## src/rtl/seq_arith_unit.sv

```systemverilog
// Multi-cycle unsigned add/sub/mul/div unit with a start/busy/done handshake.
// Add, sub and divide-by-zero finish in one cycle; mul and div iterate once per bit.
module seq_arith_unit #(
   parameter int WIDTH = 4
) (
   input  logic                 clk,
   input  logic                 rst,
   input  logic                 start,
   input  logic [1:0]           op,
   input  logic [WIDTH-1:0]     a,
   input  logic [WIDTH-1:0]     b,
   output logic                 busy,
   output logic                 done,
   output logic                 err,
   output logic [2*WIDTH-1:0]   result
);

   localparam int CNT_W = $clog2(WIDTH + 1);

   localparam logic [1:0] OP_ADD = 2'b00;
   localparam logic [1:0] OP_SUB = 2'b01;
   localparam logic [1:0] OP_MUL = 2'b10;
   localparam logic [1:0] OP_DIV = 2'b11;

   typedef enum logic [1:0] {
      S_IDLE = 2'b00,
      S_CALC = 2'b01,
      S_DONE = 2'b10
   } state_t;

   state_t                 state_q, state_d;
   logic [CNT_W-1:0]       cnt_q, cnt_d;
   logic [1:0]             op_q, op_d;
   logic [WIDTH-1:0]       b_q, b_d;
   logic [2*WIDTH:0]       acc_q, acc_d;
   logic [2*WIDTH-1:0]     result_q, result_d;
   logic                   err_q, err_d;

   logic [WIDTH:0]         add_sum;
   logic [WIDTH:0]         sub_diff;
   logic [WIDTH:0]         mul_sum;
   logic [WIDTH:0]         div_rem_sh;
   logic [WIDTH:0]         div_trial;
   logic [2*WIDTH:0]       calc_nxt;

   assign add_sum  = {1'b0, a} + {1'b0, b};
   assign sub_diff = {1'b0, a} - {1'b0, b};

   // Mul: acc = {upper half (WIDTH+1 bits), multiplier}; the spare top bit keeps the carry.
   assign mul_sum = acc_q[2*WIDTH:WIDTH] + (acc_q[0] ? {1'b0, b_q} : {(WIDTH+1){1'b0}});

   // Div: acc[2W-1:W] holds the partial remainder, acc[W-1:0] the dividend/quotient.
   assign div_rem_sh = {acc_q[2*WIDTH-1:WIDTH], acc_q[WIDTH-1]};
   assign div_trial  = div_rem_sh - {1'b0, b_q};

   always_comb begin
      calc_nxt = acc_q;
      if (op_q == OP_MUL) begin
         calc_nxt = {1'b0, mul_sum, acc_q[WIDTH-1:1]};
      end else if (div_trial[WIDTH]) begin
         calc_nxt = {1'b0, div_rem_sh[WIDTH-1:0], acc_q[WIDTH-2:0], 1'b0};
      end else begin
         calc_nxt = {1'b0, div_trial[WIDTH-1:0], acc_q[WIDTH-2:0], 1'b1};
      end
   end

   always_comb begin
      state_d  = state_q;
      cnt_d    = cnt_q;
      op_d     = op_q;
      b_d      = b_q;
      acc_d    = acc_q;
      result_d = result_q;
      err_d    = err_q;

      case (state_q)
         S_IDLE: begin
            if (start) begin
               op_d  = op;
               b_d   = b;
               cnt_d = '0;
               case (op)
                  OP_ADD: begin
                     result_d = (2*WIDTH)'(add_sum);
                     err_d    = 1'b0;
                     state_d  = S_DONE;
                  end
                  OP_SUB: begin
                     result_d = (2*WIDTH)'(sub_diff);
                     err_d    = 1'b0;
                     state_d  = S_DONE;
                  end
                  OP_MUL: begin
                     acc_d   = {{(WIDTH+1){1'b0}}, a};
                     state_d = S_CALC;
                  end
                  default: begin
                     if (b == '0) begin
                        result_d = {a, {WIDTH{1'b1}}};
                        err_d    = 1'b1;
                        state_d  = S_DONE;
                     end else begin
                        acc_d   = {{(WIDTH+1){1'b0}}, a};
                        state_d = S_CALC;
                     end
                  end
               endcase
            end
         end

         S_CALC: begin
            acc_d = calc_nxt;
            cnt_d = cnt_q + CNT_W'(1);
            if (cnt_q == CNT_W'(WIDTH - 1)) begin
               result_d = calc_nxt[2*WIDTH-1:0];
               err_d    = 1'b0;
               cnt_d    = '0;
               state_d  = S_DONE;
            end
         end

         S_DONE: begin
            state_d = S_IDLE;
         end

         default: begin
            state_d = S_IDLE;
         end
      endcase
   end

   always_ff @(posedge clk or posedge rst) begin
      if (rst) begin
         state_q  <= S_IDLE;
         cnt_q    <= '0;
         op_q     <= OP_ADD;
         b_q      <= '0;
         acc_q    <= '0;
         result_q <= '0;
         err_q    <= 1'b0;
      end else begin
         state_q  <= state_d;
         cnt_q    <= cnt_d;
         op_q     <= op_d;
         b_q      <= b_d;
         acc_q    <= acc_d;
         result_q <= result_d;
         err_q    <= err_d;
      end
   end

   assign busy   = (state_q != S_IDLE);
   assign done   = (state_q == S_DONE);
   assign err    = err_q;
   assign result = result_q;

endmodule

```

## config.mk

```make
export PLATFORM = sky130hd
export DESIGN_NAME = seq_arith_unit
export DESIGN_NICKNAME = d
export VERILOG_FILES = /design/src/rtl/seq_arith_unit.sv
export SDC_FILE = /design/constraint.sdc
export NUM_CORES = 1
export LEC_CHECK = 0
export BUFFER_PORTS_ARGS = -buffer_cell sky130_fd_sc_hd__buf_2
export CORE_UTILIZATION = 58
export DETAILED_ROUTE_END_ITERATION = 8
export PLACE_DENSITY = 0.91
export SLEW_MARGIN = 0
export SYNTH_ARGS = -nofsm -noshare
export SYNTH_HDL_FRONTEND = slang
export SYNTH_SLANG_ARGS = --single-unit
```

## constraint.sdc

```tcl
create_clock -name clk -period 2.53 [get_ports clk]
set_clock_uncertainty 0.1 [all_clocks]
set_input_delay 0.253 -clock clk [delete_from_list [all_inputs] [get_ports clk]]
set_output_delay 0.253 -clock clk [all_outputs]
set_load 0.02 [all_outputs]
```

---- Word-level counts from Yosys, hierarchy flattened ----
Cells that the tools add are included.
word-level totals
  register bits ........................... 29
  latch bits .............................. 0
  RAM bits ................................ 0
  bits in read-only memories .............. 0
  input port bits ......................... 13
  output and inout port bits .............. 11
  word-level logic and storage cells ...... 62
  memories kept ........................... 0
operators by class
  add/sub/neg operators ................... 5
  $mul .................................... 0
  divide/modulo/power cells ............... 0
  $lt $le $gt $ge ......................... 0
  eq/ne operators ......................... 13
  shifts and indexed selects .............. 0
  muxes and demuxes ....................... 25
  bitwise gates (word level) .............. 0
  reductions and logical operators ........ 12
operators with widths
  kind                                                 count
  two-way mux 8 bit                                    5
  one-hot mux 9 bit (2 select lines)                   2
  one-hot mux 8 bit (3 select lines)                   1
  two-way mux 9 bit                                    2
  one-hot mux 8 bit (2 select lines)                   1
  AND reduction 5 bit                                  2
  != test 2 bit, second input constant                 4
  one-hot mux 2 bit (2 select lines)                   2
  equality test 2 bit, second input constant           3
  two-way mux 2 bit                                    3
  two-way mux 3 bit                                    2
  one-hot mux 3 bit (2 select lines)                   1
  AND reduction 2 bit                                  3
  adder 4 x 4 -> 5 bit                                 1
  adder 5 x 4 -> 5 bit                                 1
  subtractor 4 x 4 -> 5 bit                            1
  subtractor 5 x 4 -> 5 bit                            1
  equality test 2 x 1 -> 1 bit, second input constant  2
  logical NOT 2 bit                                    2
  logical NOT 4 bit                                    1
  two-way mux 4 bit                                    1
  != test 4 x 2 -> 1 bit, second input constant        1
  one-hot mux 1 bit (2 select lines)                   2
  AND reduction 4 bit                                  1
  other kinds (7)                                      10

---- Logic depth before layout (Yosys ltp) ----
Gate-level depths: netlist of the first run.
  depth after elaboration ................. 5
  depth in mapped cells ................... 10
  mapped depth without buffers ............ 10

---- Worst setup path after synthesis of the first run ----
Ideal clock, no wire load.
  kind .................................... register -> register
  start ................................... reg acc_q[3]
  end ..................................... reg result_q[7] (netlist: result[7])
  library setup time ...................... 0.142 ns
  arrival time ............................ 2.001 ns
  required time ........................... 2.288 ns
  path slack .............................. 0.288 ns
  stages on the path, launching flop included .. 10
  path buffers ............................ 0
  period minus slack after synthesis ...... 2.242 ns
  cells stage by stage .................... dfrtp_1 inv_1 ha_1 inv_1 fa_1 a211oi_2 or3b_4 nand2_1 o311ai_0 a21oi_1
between the ends
  word-level cells in the longest chain between the ends .. 5
RTL lines
  item                                line  source
  start, declared                     35    logic [2*WIDTH:0] acc_q, acc_d;
  start signal, assigned              138   acc_q <= '0;
  start signal, assigned              146   acc_q <= acc_d;
  subtractor 5 x 4 -> 5 bit           54    assign div_trial = div_rem_sh - {1'b0, b_q};
  two-way mux 8 bit                   60    end else if (div_trial[WIDTH]) begin
  two-way mux 8 bit                   58    if (op_q == OP_MUL) begin
  two-way mux 8 bit                   114   if (cnt_q == CNT_W'(WIDTH - 1)) begin
  one-hot mux 8 bit (2 select lines)  76    case (state_q)
  end signal, assigned                147   result_q <= result_d;
  end, declared                       36    logic [2*WIDTH-1:0] result_q, result_d;
No other way between the ends. The select of a mux whose other input is x is not followed.
A chain may end at the register's enable or synchronous reset.

---- Worst setup path in the final report of the first run ----
  start ................................... reg acc_q[3]
  end ..................................... reg result_q[4] (netlist: result[4])
between the ends
  word-level cells in the longest chain between the ends .. 5
RTL lines
  item                                    line
  subtractor 5 x 4 -> 5 bit               54
  two-way mux 8 bit (*)                   60
  two-way mux 8 bit (*)                   58
  two-way mux 8 bit (*)                   114
  one-hot mux 8 bit (2 select lines) (*)  76
Mark *: on every way between the ends. The rest lies on a longest branch, timed or not. The select of a mux whose other input is x is not followed.

==> flow_summary.toml, run 1 <==
[floorplanning]
die_w_um = 59.7
initial_core_util_pct = 62.2
dieHeight_um = 59.7
num_rows = 20
dieArea_mm2 = 0.00356
ios = 24
core-area_mm2 = 0.00310

[setup_path]
path_class = "flop to flop"
path_delay_family = "compound AO/OA/AOI/OAI gates"
worstPathRequired_ps = 2720
startpoint_type = "flop"
worstSetupEndpointType = "flop"
slowest_delay_ps = 440
crit_chain = "inv_1 > ha_1 > inv_1 > fa_2 > a211oi_4 > or3b_4 > a21oi_1 > o311a_1 > o21ai_1"
worst_ep_arrival_time_ps = 2500
critical_path.max_fanout = 4
cpMostUsedCell = "inv_1"
crit_buf_inv = 2
cp_slowest_cell = "dfrtp_1"

[routing]
viasPerCell = 5.77
wl_per_cell_um = 15.1
vias = 1691
routed_wl_um = 4430
firstDrtPassIters = 4
first_iter_violations = 123
drc = 0
drtAntennaViolNets = 0

[final_layout]
nets = 280
layout_common_cells = "28 x dfrtp_1, 25 x nand2_1, 23 x buf_2"
final_common_cell = "dfrtp_1"
area_growth_pct = 13.7
diodes = 0
final_util_pct = 70.7
drive_gt1_share_pct = 17.7
final_area_mm2 = 0.00219
num-fill-cells = 249

[synth]
synth_edf_count = 0
yosysUniqueCellTypes = 45
synth_nets = 251
synth_top_area_share_pct = 36.3
yosys_warnings = 0
netlist_area_mm2 = 0.00193
synth_ff_type = "dfrtp_1"
avgSynthCellArea_um2 = 8.73
synth_top_cells_by_area = "dfrtp_1 36%, ha_1 9.1%, o21ai_0 5.4%, nand2_1 4.9%, a21oi_1 3.6%"
async_flop_share_pct = 100
ys_ff_latch = 28
yosys.area.top_type = "dfrtp_1"
ys_seq_area_share_pct = 36.3
synthCells = 221

[power]
powerDensity_mw_per_mm2 = 1340
p_leak_nw = 1.05
ir_drop_mv = 0.844

[sta]
setup_violations = 0
max_freq_mhz = 433
tns_ps = 0
fin_ws_ps = 220
slew_headroom_pct = 69.1
drv_slew = 0
grt_setup_unrepaired = "no"
hold_viol = 0
worst_pin_slew_ps = 462
period_share_pct = 91.3
final.min_clock_period_ps = 2310

[grt]
grt_max_degree = 29
antenna_found_initial = 0
met3_usage_pct = 6.49
grt_overflow = 0
use_met2_pct = 47.1
grt_pass1_vias = 1614
grt_usage_pct = 28.5
grt_busiest_layer = "met2"
grtUsageMet1_pct = 38.3
grt_pass1_wl_um = 7530

[flow_run]
maxCapViolCount = 0

[clock_network]
htreeDepth = 1
root_buffer = "clkbuf_4"
cts_max_path_buffers = 2
clkSinkCount = 28
clock_latency_ps = 340
cts.reportedPaths.clkPinSlew_ps = 160
cts_inserted_buffers = 3
cts_setup_buffers = 0
cts_tree = "done"

[place]
place.gp.congestion = 0.864
portBuffers = 23
post-place-ws_ps = 75.0
place.detailed.hpwl_um = 3350
placed_area_mm2 = 0.00212

[status]
outcome = "completed"

[hold_path]
hold_class = "primary input to flop"
## cells by family (layout without fill, tap and decap cells)
group,count (synthesis),count (layout),synth area share [%]
compound gates,70,70,23.2
buf+inv,25,53,5.06
mux,6,6,3.31
fa+ha+maj,17,17,12.2
simple gates,70,70,17.7
xor+xnor,5,5,2.27
flops,28,28,36.3
## path summary, 6_finish.rpt
path / to / depth (start not counted) / startpoint / slack (ps)
max in group asynchronous: b_q[2] / 4 / rst / 1660
min: cnt_q[2] / 2 / start / 40
max: result[4] / 9 / acc_q[3] / 220
min in group asynchronous: acc_q[2] / 4 / rst / 380
max reg2reg: result[4] / 9 / acc_q[3] / 220
min reg2reg: result[2] / 2 / result[2] / 400
## state kept, by name, summed over array words and instances, names as in the netlist
register,cells
acc_q,8
b_q,4
cnt_q,3
result,8
op_q,2
err,1
state_q,2
## cell usage after synthesis (all sizes together) (2+ instances only)
cell type	instances
a211oi	2
a21o	4
a21oi	14
a22o	2
a22oi	2
a31oi	3
and2	3
and3	3
buf	3
clkbuf	3
dfrtp	28
fa	3
ha	14
inv	19
mux2	3
mux2i	3
nand2	25
nand2b	4
nand3	4
nor2	16
nor2b	6
nor3	4
nor3b	2
o211ai	3
o21ai	23
o21bai	2
o22ai	2
o311ai	2
o31ai	5
xnor2	3
xor2	2
## layout make-up
cell class | count | area (um^2) | share of cell area [%]
clock buffers | 3 | 22.5 | 1.03
well taps | 44 | 55.1 | 2.51
multi-input cells | 168 | 1140 | 52.2
repair buffers | 30 | 170 | 7.75
clock inverters | 1 | 30.0 | 1.37
inverters | 19 | 71.3 | 3.25
flip-flops and latches | 28 | 701 | 31.9
## worst reg2reg max path: cells and delay by family (launching register included)
kind                       cells  cell delay, ps
DFF                            1             440
AOI/OAI and AO/OA              4             860
adders and majority gates      2             530
buffers and inverters          2             130
and+or+nand+nor                1             200
## layer usage
metal	wire length (um)	vias to the layer above
met2	2100	67
met3	316	2
met5	0	-
met4	15	0
li1	-	830
met1	1990	792
## timing repair
item	CTS	global route
hold endpoints to repair	28	0
gates resized for setup	0	5
hold buffers	1	0
endpoints found under the setup margin	0	6
## power by group
group	total, mW	leakage [nW]	internal (mW)	switching, mW
clock	0.297	0.0279	0.160	0.137
sequential	0.841	0.343	0.658	0.183
combinational	1.81	0.683	0.759	1.05
total	2.94	1.05	1.58	1.37
## per-stage QoR
| stage | instances | total power [mW] | hold slack, ps |
|---|---|---|---|
| 3_3_place_gp | 288 | 2.50 | 227 |
| 4_1_cts | 293 | 2.87 | 32.9 |
| 3_5_place_dp | 288 | 2.57 | 234 |
| 5_1_grt | 293 | 3.20 | 29.5 |
| 2_1_floorplan | 221 | 2.11 | 218 |
| 6_report | 293 | 2.94 | 37.3 |
(Power assumes the default switching activity.)
==> run 2, diff against run 1 <==
MAX_ROUTING_LAYER = met4   (was default)
==> run 2 against run 1 <==
Sequential power about the same. Register-to-register slack barely moved. Critical path depth unchanged. Combinational power is essentially flat. Utilization did not move. Clock power about the same. Via count up 0.18%. Sequential cell count stayed put. Die area is the same. Critical path type unchanged. Critical endpoint unchanged. Largest power group unchanged.
==> flow_summary.toml, run 2 (synthesis gave the netlist of run 1 again) <==
[status]
outcome = "completed"

[power]
ir_drop_mv = 0.844
p_leak_nw = 1.05
powerDensity_mw_per_mm2 = 1340

[floorplanning]
core-area_mm2 = 0.00310
dieHeight_um = 59.7
initial_core_util_pct = 62.2
dieArea_mm2 = 0.00356
die_w_um = 59.7
num_rows = 20
ios = 24

[sta]
tns_ps = 0
max_freq_mhz = 433
drv_slew = 0
fin_ws_ps = 219
grt_setup_unrepaired = "no"
setup_violations = 0
worst_pin_slew_ps = 474
slew_headroom_pct = 68.3
period_share_pct = 91.3
final.min_clock_period_ps = 2310
hold_viol = 0

[clock_network]
htreeDepth = 1
cts_inserted_buffers = 3
clkSinkCount = 28
cts.reportedPaths.clkPinSlew_ps = 160
cts_setup_buffers = 0
clock_latency_ps = 350
cts_tree = "done"
cts_max_path_buffers = 2
root_buffer = "clkbuf_4"

[setup_path]
critical_path.max_fanout = 4
worstPathRequired_ps = 2720
worstSetupEndpointType = "flop"
cp_slowest_cell = "dfrtp_1"
r2r-start = "acc_q[3]"
crit_chain = "inv_1 > ha_1 > inv_1 > fa_2 > a211oi_4 > or3b_4 > a21oi_1 > o311a_1 > o21ai_1"
slowest_delay_ps = 440
cpMostUsedCell = "inv_1"
startpoint_type = "flop"
ff2ff_setup_slack_ps = 220
reg2regPathDepth = 9
worst_ep_arrival_time_ps = 2500
reg2reg_to = "result[4]"
path_class = "flop to flop"

[place]
place.gp.congestion = 0.878
placed_area_mm2 = 0.00212
place.detailed.hpwl_um = 3350
post-place-ws_ps = 75.0
portBuffers = 23

[final_layout]
final_common_cell = "dfrtp_1"
layout_common_cells = "28 x dfrtp_1, 25 x nand2_1, 23 x buf_2"
final_area_mm2 = 0.00219
diodes = 0
nets = 280
area_growth_pct = 13.7
drive_gt1_share_pct = 17.7

[hold_path]
hold_path_depth = 2
worstHoldStart = "start"
min_to = "cnt_q[2]"
hold_class = "primary input to flop"

[grt]
grtUsageMet1_pct = 38.4
use_met2_pct = 47.1
grt_max_degree = 29
grt_busiest_layer = "met2"
grt_overflow = 0
met3_usage_pct = 6.49
antenna_found_initial = 0
grt_pass1_vias = 1612
grt_usage_pct = 29.4
grt_pass1_wl_um = 7530

[routing]
firstDrtPassIters = 4
viasPerCell = 5.78
drc = 0
drtAntennaViolNets = 0
routed_wl_um = 4410
vias = 1694
first_iter_violations = 107
wl_per_cell_um = 15.1

[flow_run]
maxCapViolCount = 0
run 2: cell counts in the layout (fill, tap and decap cells not counted):
No cell type changed its count.
run 2: per-stage QoR:
stage	util (%)	hold slack, ps	power [mW]	cells
after floorplan	-	218	2.11	221
after global routing	70.7	29.5	3.20	293
after detailed placement	68.3	234	2.57	288
final	70.7	37.7	2.95	293
after global placement	68.3	227	2.50	288
after CTS	70.3	32.9	2.87	293
run 2: critical path, delay by kind of cell (launching register included):
family                     cells  cell delay (ps)
adders and majority gates      2              530
AOI/OAI and AO/OA              4              850
and+or+nand+nor                1              200
buffers and inverters          2              130
DFF                            1              440
run 2: routing by layer:
metal	part of all wire (%)	vias up
met4	0.66	0
met5	0	-
li1	-	830
met1	46	806
met2	48	54
met3	5.8	4
run 2: where the power goes:
part	switching, mW	internal (mW)
clock network	0.137	0.160
registers	0.183	0.658
logic	1.05	0.759
total	1.37	1.58
run 2: layout make-up:
type	instances	area (um^2)
clock buffer	3	22.5
clock inverter	1	30.0
fill	249	908
inverter	19	71.3
multi-input combinational	168	1140
sequential	28	701
tap	44	55.1
timing repair buffer	30	170
run 2: what timing repair did:
item	in CTS	in global routing
endpoints found under the hold margin	28	0
endpoints found under the setup margin	0	6
gates resized for setup	0	5
hold buffers	1	0
run 2: worst max path at each step:
stage	from	end	slack (ps)	cells past startpoint
2_1_floorplan	acc_q[3]	result[7]	290	9
3_3_place_gp	acc_q[3]	result[5]	190	9
3_5_place_dp	acc_q[3]	result[7]	80	9
4_1_cts	acc_q[3]	result[7]	60	9
5_1_grt	acc_q[3]	result[4]	70	9
6_report	acc_q[3]	result[4]	220	9
